===== src/rtl/id_exe_reg.sv =====
// ID/EXE pipeline register: captures decoded control and operands for EXE,
// with stall (freeze), branch squash (flush) and a saturating bubble counter.
module id_exe_reg #(
  parameter int unsigned DATA_W = 32
) (
  input  logic              clk,
  input  logic              rst,
  input  logic              freeze,
  input  logic              flush,
  input  logic              WB_EN_in,
  input  logic              MEM_R_EN_in,
  input  logic              MEM_W_EN_in,
  input  logic              B_in,
  input  logic              S_in,
  input  logic              imm_in,
  input  logic [3:0]        EXE_CMD_in,
  input  logic [DATA_W-1:0] PC_in,
  input  logic [DATA_W-1:0] Val_Rn_in,
  input  logic [DATA_W-1:0] Val_Rm_in,
  input  logic [11:0]       Shift_operand_in,
  input  logic [23:0]       Signed_imm_24_in,
  input  logic [3:0]        Dest_in,
  input  logic [3:0]        src1_in,
  input  logic [3:0]        src2_in,
  input  logic [3:0]        SR_in,
  input  logic              valid_in,
  output logic              WB_EN_out,
  output logic              MEM_R_EN_out,
  output logic              MEM_W_EN_out,
  output logic              B_out,
  output logic              S_out,
  output logic              imm_out,
  output logic [3:0]        EXE_CMD_out,
  output logic [DATA_W-1:0] PC_out,
  output logic [DATA_W-1:0] Val_Rn_out,
  output logic [DATA_W-1:0] Val_Rm_out,
  output logic [11:0]       Shift_operand_out,
  output logic [23:0]       Signed_imm_24_out,
  output logic [3:0]        Dest_out,
  output logic [3:0]        src1_out,
  output logic [3:0]        src2_out,
  output logic [3:0]        SR_out,
  output logic              valid_out,
  output logic              Cin,
  output logic [15:0]       bubble_cnt
);

  localparam int unsigned CNT_W = 16;
  localparam logic [CNT_W-1:0] CNT_MAX = '1;

  logic load;
  logic bubble;

  assign load   = !flush && !freeze;
  // A bubble enters EXE on a flush or on a load of an empty ID slot.
  assign bubble = flush || (load && !valid_in);

  assign Cin = SR_out[1];

  always_ff @(posedge clk or posedge rst) begin
    if (rst) begin
      WB_EN_out         <= 1'b0;
      MEM_R_EN_out      <= 1'b0;
      MEM_W_EN_out      <= 1'b0;
      B_out             <= 1'b0;
      S_out             <= 1'b0;
      imm_out           <= 1'b0;
      EXE_CMD_out       <= '0;
      PC_out            <= '0;
      Val_Rn_out        <= '0;
      Val_Rm_out        <= '0;
      Shift_operand_out <= '0;
      Signed_imm_24_out <= '0;
      Dest_out          <= '0;
      src1_out          <= '0;
      src2_out          <= '0;
      SR_out            <= '0;
      valid_out         <= 1'b0;
    end else if (flush) begin
      WB_EN_out         <= 1'b0;
      MEM_R_EN_out      <= 1'b0;
      MEM_W_EN_out      <= 1'b0;
      B_out             <= 1'b0;
      S_out             <= 1'b0;
      imm_out           <= 1'b0;
      EXE_CMD_out       <= '0;
      PC_out            <= '0;
      Val_Rn_out        <= '0;
      Val_Rm_out        <= '0;
      Shift_operand_out <= '0;
      Signed_imm_24_out <= '0;
      Dest_out          <= '0;
      src1_out          <= '0;
      src2_out          <= '0;
      SR_out            <= '0;
      valid_out         <= 1'b0;
    end else if (!freeze) begin
      // Side-effecting controls are gated so an empty slot cannot write anything.
      WB_EN_out         <= WB_EN_in    && valid_in;
      MEM_R_EN_out      <= MEM_R_EN_in && valid_in;
      MEM_W_EN_out      <= MEM_W_EN_in && valid_in;
      B_out             <= B_in        && valid_in;
      S_out             <= S_in        && valid_in;
      imm_out           <= imm_in;
      EXE_CMD_out       <= EXE_CMD_in;
      PC_out            <= PC_in;
      Val_Rn_out        <= Val_Rn_in;
      Val_Rm_out        <= Val_Rm_in;
      Shift_operand_out <= Shift_operand_in;
      Signed_imm_24_out <= Signed_imm_24_in;
      Dest_out          <= Dest_in;
      src1_out          <= src1_in;
      src2_out          <= src2_in;
      SR_out            <= SR_in;
      valid_out         <= valid_in;
    end
  end

  always_ff @(posedge clk or posedge rst) begin
    if (rst) begin
      bubble_cnt <= '0;
    end else if (bubble && (bubble_cnt != CNT_MAX)) begin
      bubble_cnt <= bubble_cnt + CNT_W'(1);
    end
  end

endmodule


===== config.mk =====
export PLATFORM = sky130hd
export DESIGN_NAME = id_exe_reg
export DESIGN_NICKNAME = d
export VERILOG_FILES = /design/src/rtl/id_exe_reg.sv
export SDC_FILE = /design/constraint.sdc
export NUM_CORES = 1
export LEC_CHECK = 0
export ABC_CLOCK_PERIOD_IN_PS = 7400
export BUFFER_PORTS_ARGS = -buffer_cell sky130_fd_sc_hd__buf_2
export CAP_MARGIN = 15
export CORE_AREA = 2 2 133 135
export CTS_BUF_LIST = sky130_fd_sc_hd__clkbuf_4 sky130_fd_sc_hd__clkbuf_8
export CTS_CLUSTER_SIZE = 28
export DETAILED_ROUTE_END_ITERATION = 8
export DIE_AREA = 0 0 135 137
export PLACE_DENSITY = 0.84
export SLEW_MARGIN = 5
export SYNTH_ARGS = -nofsm -noshare
export SYNTH_HDL_FRONTEND = slang
export SYNTH_SLANG_ARGS = --single-unit

===== constraint.sdc =====
create_clock -name clk -period 7.4 [get_ports clk]
set_clock_uncertainty 0.2 [all_clocks]
set_input_delay 0.37 -clock clk [delete_from_list [all_inputs] [get_ports clk]]
set_output_delay 0.37 -clock clk [all_outputs]
set_load 0.005 [all_outputs]

==> summary.txt, run 1 <==
Finish
  – Post-layout util: 64.0%
  – Layout net count: 1,232
  – Most common cell after layout, fill and taps aside: buf_2
  – Most frequent cells in the layout: 336 x buf_2, 175 x dfrtp_1, 162 x nor2_1, 158 x dlygate4sd3_1, 153 x mux2i_1
  – Layout area overhead: 53.3%
  – Final Cell Area: 0.0109 mm2
  – Layout cell share with drive strength beyond 1: 35.0%
  – Filler cells: 1,229

Yosys
  – Synthesis Warnings: 0
  – Mean Syn Cell Area: 12.1 um2
  – Synth Register Bits: 175
  – Synth Instances: 588
  – Area leader, netlist: dfrtp_1
  – Net Count, Synth: 752
  – Synth top area share: approximately three fifths
  – Synthesized area: 0.00712 mm2
  – Sequential share of the synthesized area: 61.5%
  – Main area contributors after synthesis: dfrtp_1 62%, mux2i_1 22%, nor2_1 8.5%
  – Distinct cell type count after synthesis: 33

Clock tree
  – Clock sinks: 175
  – Max Root-Sink Buffers: 2
  – CTS clk-pin slew, worst paths: 0.08 ns
  – Post-cts sizing count: 0
  – Skew-Pair Late Insertion Delay: 0.44 ns
  – TritonCTS Buffers: 17
  – Clock Tree Root: clkbuf_8
  – CTS H-tree lvls: 4
  – CTS tree: done

Power
  – Cell leakage power: 6.06 nW
  – PwrDens: 192 mW/mm2
  – Max IR drop VDD: 0.168 mV

Setup path
  – Crit. End Element: flop
  – CP max-delay cell: buf_4
  – Top delay family on crit path: buffers and inverters
  – Worst path cell trace: clkbuf_8, buf_4, mux2i_1, nor2_1
  – Buf+Inv Stages, Crit Path: 2
  – Crit Path Class: primary input to flop
  – Worst-path fanout max: 102
  – Crit-path max cell delay: 0.92 ns
  – Worst path arrival time: approximately 2.4 ns
  – WP data required: 7.47 ns
  – Crit start category: primary input

GRT
  – First-pass GRT wire length: 33,900 um
  – Gr ovfl total: 0
  – Largest net degree at the start of global routing: 106
  – Number of global-route vias before repair: 6,649
  – Antenna violations before repair: 1
  – GRT Total Usage: roughly a quarter

Status
  – Status: complete, no violations

Route
  – Vias per cell: 4.82
  – Routed wire per std cell: about 17 um
  – DRT iter0 DRCs: 282
  – First-pass DRT Iterations: 6
  – Via count: around 6,300
  – Routed Wire Length: 22,100 um
  – Antenna Nets Post-Route: 0
  – DRC violations left: 0

Die
  – Initial Util: about two fifths
  – Core region area: 0.0171 mm2
  – Overall die height: approximately 140 um
  – Die area: 0.0185 mm2
  – I/O pins: 339
  – Die width: 135 um
  – Site row count: 48

STA
  – Count of final setup violators: 0
  – Tmin final: 2.36 ns
  – Hold WS: between 0.02 and 0.03 ns
  – Final period util: 32.0%
  – Hold Fails Final Rpt: 0
  – Pin slew with the least headroom to its limit: about 1.1 ns
  – Max Fclk: 0.423 GHz
  – Setup TNS: 0 ns
  – RSZ-0062 raised after global routing: no
  – Fin. max-slew vios: 0
  – Max_slew headroom: between 20 and 30%

Run
  – Maxcap violations: 0

Place
  – Input/output buffers: 338
  – Area post-placement: 0.00896 mm2
  – Placer congestion estimate: 0.804
  – HPWL Detailed: 12,500 um

Hold path
  – Min-delay worst type: primary input to flop
cell usage after synthesis (all sizes together):
library cell	count
and2	1
inv	2
dfrtp	175
a22oi	5
a41oi	1
nor2	162
mux2i	153
xor2	5
nor4	2
nor3b	1
o21bai	1
nand4	7
and3	2
nor3	3
xnor2	8
nand3	4
o21ba	1
a21oi	3
ha	1
a31oi	2
mux2	1
nand2	7
clkbuf	20
or4	1
buf	18
and4b	1
nor2b	1
cells by family after synthesis:
family	after synthesis	synth area share (%)
flip-flops	175	61.5
XOR/XNOR	13	1.60
buffers and inverters	40	2.53
multiplexers	154	21.7
AND/OR/NAND/NOR	192	11.2
AO/OA/AOI/OAI	13	1.28
adder cells (fa/ha/maj)	1	0.176
per-stage QoR:
stage | setup WS (ns) | total power [mW] | instances
final | 5.04 | 2.10 | 1307
after global routing | 4.73 | 2.20 | 1307
after CTS | 4.98 | 2.10 | 1306
after detailed placement | 4.57 | 1.41 | 1116
after global placement | 4.60 | 1.40 | 1116
after floorplan | 2.08 | 1.25 | 588
metal layers:
metal,share of wire [%],track usage (%),vias up
li1,-,-,2932
met1,39,27.4,3069
met2,53,41.3,251
met3,5.8,5.63,47
met4,2.8,9.72,0
met5,0,0,-
power breakdown:
| group | switching, mW | internal (mW) | total [mW] | leakage (nW) |
|---|---|---|---|---|
| clock network | 0.364 | 0.262 | 0.626 | 0.185 |
| registers | 0.0597 | 1.02 | 1.08 | 2.32 |
| logic | 0.184 | 0.204 | 0.388 | 3.55 |
| total | 0.608 | 1.49 | 2.10 | 6.06 |
flip-flops by register name, indices dropped and copies added, names as in the netlist, 4 cells and up:
name / cells
Shift_operand_out: 12
src2_out: 4
SR_out: 4
PC_out: 32
Val_Rn_out: 32
Signed_imm_24_out: 24
Val_Rm_out: 32
bubble_cnt: 16
src1_out: 4
EXE_CMD_out: 4
Dest_out: 4
final cells by class:
| type | count | area [um2] | share of cell area [%] |
|---|---|---|---|
| tap | 225 | 282 | 2.58 |
| clock buffer | 20 | 269 | 2.47 |
| antenna | 1 | 2.50 | 0.0229 |
| clock inverter | 12 | 98.8 | 0.906 |
| inverter | 2 | 12.5 | 0.115 |
| sequential | 175 | 4380 | 40.1 |
| multi-input combinational | 373 | 2560 | 23.4 |
| timing repair buffer | 499 | 3310 | 30.3 |
worst reg2reg max path: stages, from the launching register on:
cell     delay [ns]
dfrtp_1        0.46
nand4_1        0.19
nor3_2         0.38
a31oi_1        0.19
mux2_1         0.33
final timing paths:
| kind | from | endpoint | slack [ns] | depth (start not counted) |
|---|---|---|---|---|
| worst max register to register | bubble_cnt[4]$_DFFE_PP0P_ | bubble_cnt[1]$_DFFE_PP0P_ | 5.53 | 4 |
| max in group asynchronous | rst | Val_Rm_out[25]$_DFFE_PP0P_ | 5.05 | 4 |
| worst max-delay path | freeze | PC_out[3]$_DFFE_PP0P_ | 5.04 | 4 |
| min in group asynchronous | rst | Signed_imm_24_out[18]$_DFFE_PP0P_ | 0.52 | 3 |
| worst min-delay path | Signed_imm_24_in[10] | Signed_imm_24_out[10]$_DFFE_PP0P_ | 0.03 | 3 |
| worst min register to register | bubble_cnt[15]$_DFFE_PP0P_ | bubble_cnt[15]$_DFFE_PP0P_ | 0.30 | 1 |
timing repair:
action                     in CTS  in global routing
hold buffers                  158                  0
setup buffers                   0                  0
hold endpoints to repair      261                  0
setup endpoints to repair       0                  0
No activity file was read; power rests on OpenSTA's default activity.
==> run 2: changes to the inputs <==
==> config.mk (replaced) <==
export PLATFORM = sky130hd
export DESIGN_NAME = id_exe_reg
export DESIGN_NICKNAME = d
export VERILOG_FILES = /design/src/rtl/id_exe_reg.sv
export SDC_FILE = /design/constraint.sdc
export NUM_CORES = 1
export LEC_CHECK = 0
export ABC_CLOCK_PERIOD_IN_PS = 1900
export BUFFER_PORTS_ARGS = -buffer_cell sky130_fd_sc_hd__buf_2
export CAP_MARGIN = 15
export CORE_ASPECT_RATIO = 0.9
export CORE_UTILIZATION = 43
export CTS_BUF_LIST = sky130_fd_sc_hd__clkbuf_4 sky130_fd_sc_hd__clkbuf_8
export CTS_CLUSTER_SIZE = 28
export DETAILED_ROUTE_END_ITERATION = 8
export PLACE_DENSITY = 0.89
export SLEW_MARGIN = 5
export SYNTH_ARGS = -nofsm -noshare
export SYNTH_HDL_FRONTEND = slang
export SYNTH_SLANG_ARGS = --single-unit
==> constraint.sdc (replaced) <==
create_clock -name clk -period 1.9 [get_ports clk]
set_clock_uncertainty 0.2 [all_clocks]
set_input_delay 0.095 -clock clk [delete_from_list [all_inputs] [get_ports clk]]
set_output_delay 0.095 -clock clk [all_outputs]
set_load 0.005 [all_outputs]
==> summary.txt, run 2 (synthesis gave the netlist of run 1 again) <==
Die
  – Initial Util: 44.1% (+2.4 points)
  – Overall die height: 124 um (-9.5%)
  – I/O pins: 339 (unchanged)
  – Die area: 0.0171 mm2 (-7.7%)
  – Die width: 138 um (+1.9%)
  – Site row count: 44 (-8.3%)
  – Core region area: 0.0161 mm2 (-5.4%)

Route
  – DRC violations left: 0 (unchanged)
  – First-pass DRT Iterations: 5 (-1)
  – Antenna Nets Post-Route: 0 (unchanged)
  – Via count: 6,956 (+10%)
  – Routed Wire Length: 25,300 um (+14%)
  – Routed wire per std cell: 18.6 um (+9.9%)
  – DRT iter0 DRCs: 451 (+60%)
  – Vias per cell: 5.11 (+6.0%)

Clock tree
  – Clock Tree Root: clkbuf_8
  – CTS clk-pin slew, worst paths: 0.11 ns (+0.03 ns)
  – Max Root-Sink Buffers: 2 (unchanged)
  – CTS H-tree lvls: 4 (unchanged)
  – Skew-Pair Late Insertion Delay: 0.45 ns (about the same)
  – Post-CTS setup buffers: 0 (unchanged)
  – TritonCTS Buffers: 17 (unchanged)
  – Clock sinks: 175 (unchanged)
  – CTS tree: done

STA
  – Final period util: 96.3%
  – Pin slew with the least headroom to its limit: 0.632 ns (-0.429 ns)
  – RSZ-0062 raised after global routing: no
  – Fin. max-slew vios: 0 (unchanged)
  – Setup TNS: 0 ns (unchanged)
  – Max_slew headroom: 57.9% (+29 points)
  – Max Fclk: 0.546 GHz
  – Tmin final: 1.83 ns
  – Count of final setup violators: 0 (unchanged)
  – Hold Fails Final Rpt: 0 (unchanged)
  – Final worst slack: 0.0697 ns (-4.97 ns)
  – Hold WS: 0.109 ns (+0.0803 ns)

Setup path
  – Worst-path fanout max: 107 (+4.9%)
  – Crit. End Element: flop
  – WP data required: 2.04 ns (-5.43 ns)
  – Reg2reg start: bubble_cnt[1]$_DFFE_PP0P_
  – Crit Path Class: primary input to flop
  – Crit start category: primary input
  – CP Launch Point: flush
  – Worst path arrival time: 1.97 ns (-0.47 ns)

Finish
  – Layout area overhead: 64.6%
  – Finished Layout Cells: 1,361 (+4.1%)
  – Final Cell Area: 0.0117 mm2 (+7.4%)
  – Layout cell share with drive strength beyond 1: 33.9% (-1.1 points)
  – Layout net count: 1,305 (+5.9%)
  – Most frequent cells in the layout: 336 x buf_2, 220 x dlygate4sd3_1, 175 x dfrtp_1, 162 x nor2_1, 153 x mux2i_1
  – Post-layout util: 72.6% (+8.7 points)
  – Top Registers: PC_out (32), Val_Rm_out (32), Val_Rn_out (32)
  – Most common cell after layout, fill and taps aside: buf_2
  – Antenna Diode Count: 0 (-1)
  – Filler cells: 1,017 (-17%)

Power
  – Cell leakage power: 6.48 nW (+6.9%)
  – Sw Share: 28.6% (-0.40 points)
  – Flop pwr share: 49.1% (-2.6 points)
  – PwrDens: 734 mW/mm2 (+280%)
  – Int Pwr: 6.14 mW (+310%)
  – Max IR drop VDD: 0.656 mV (+290%)
  – Logic pwr share: 20.0% (+1.5 points)
  – Clock power share: 30.8% (+1.0 points)
  – Final total power: 8.60 mW (+310%)
  – Switching power: 2.46 mW (+300%)

Place
  – Placed cell count: 1,109 (-0.63%)
  – HPWL Detailed: 13,100 um (+5.1%)
  – Place WS: 0.0914 ns (-4.47 ns)
  – Area post-placement: 0.00910 mm2 (+1.6%)
  – Placer congestion estimate: 0.833 (+3.6%)
  – Input/output buffers: 338 (unchanged)

GRT
  – GR peak layer: met2
  – Met2 usage: 51.4% (+10 points)
  – Gr ovfl total: 0 (unchanged)
  – Met1 Resource Use GR: 29.8% (+2.4 points)
  – Antenna violations before repair: 0 (-1)
  – Number of global-route vias before repair: 7,338 (+10%)
  – Grt met3 use: 8.87% (+3.2 points)
  – First-pass GRT wire length: 36,700 um (+8.1%)
  – GRT Total Usage: 28.9% (+5.5 points)
  – Largest net degree at the start of global routing: 108 (+1.9%)

Hold path
  – Min-delay worst type: primary input to flop
  – HP Start: freeze

Run
  – Maxcap violations: 0 (unchanged)

Status
  – Status: complete, no violations
-- run 2: changes by cell type in the layout (fill, tap and decap cells not counted), moves of 3 or more --
cell,delta
inv_6,-3
buf_4,+4
clkinvlp_4,+3
buf_12,+7
dlygate4sd3_1,+62
-- run 2: power groups by stage --
stage	registers, mW	clock network (mW)	logic (mW)
finish	4.23	2.65	1.72
global route	4.25	2.85	1.86
CTS	4.20	2.67	1.65
detailed placement	4.27	0	1.28
global placement	4.24	0	1.25
floorplan	4.28	0	0.602
-- run 2: final cells by class --
class / instances / area, um2 / area share [%]
well taps: 207 / 259 / 2.21
clock inverters: 14 / 155 / 1.32
inverters: 2 / 11.3 / 0.0961
flip-flops and latches: 175 / 4380 / 37.4
repair buffers: 572 / 4100 / 35.0
multi-input cells: 373 / 2570 / 21.9
clock buffers: 18 / 248 / 2.11
-- run 2: what timing repair did --
action                                  in CTS  in global routing
hold buffers                               220                  0
endpoints found under the hold margin      335                  0
resized for setup                            0                  2
endpoints found under the setup margin       0                  6
-- run 2: worst max-delay path, cell delays in order --
cell and delay [ns]:
dlygate4sd3_1 0.53, buf_4 0.14, buf_12 0.35, nor2_1 0.16, dlygate4sd3_1 0.61
-- run 2: final timing paths --
check                                                   to  slack, ns  depth (start not counted)
worst max register to register  bubble_cnt[13]$_DFFE_PP0P_       0.08                          5
worst max-delay path             Val_Rn_out[4]$_DFFE_PP0P_       0.07                          5
min in group asynchronous        Val_Rn_out[5]$_DFFE_PP0P_       0.56                          4
worst min register to register  bubble_cnt[15]$_DFFE_PP0P_       0.31                          1
max in group asynchronous            SR_out[0]$_DFFE_PP0P_       0.26                          6
worst min-delay path             bubble_cnt[2]$_DFFE_PP0P_       0.11                          4
-- run 2: metal layers --
metal  up-vias  wire length (um)
li1       3072                 -
met1      3338              8860
met2       422             13200
met3       124              2000
met4         0              1300
met5         -                 0
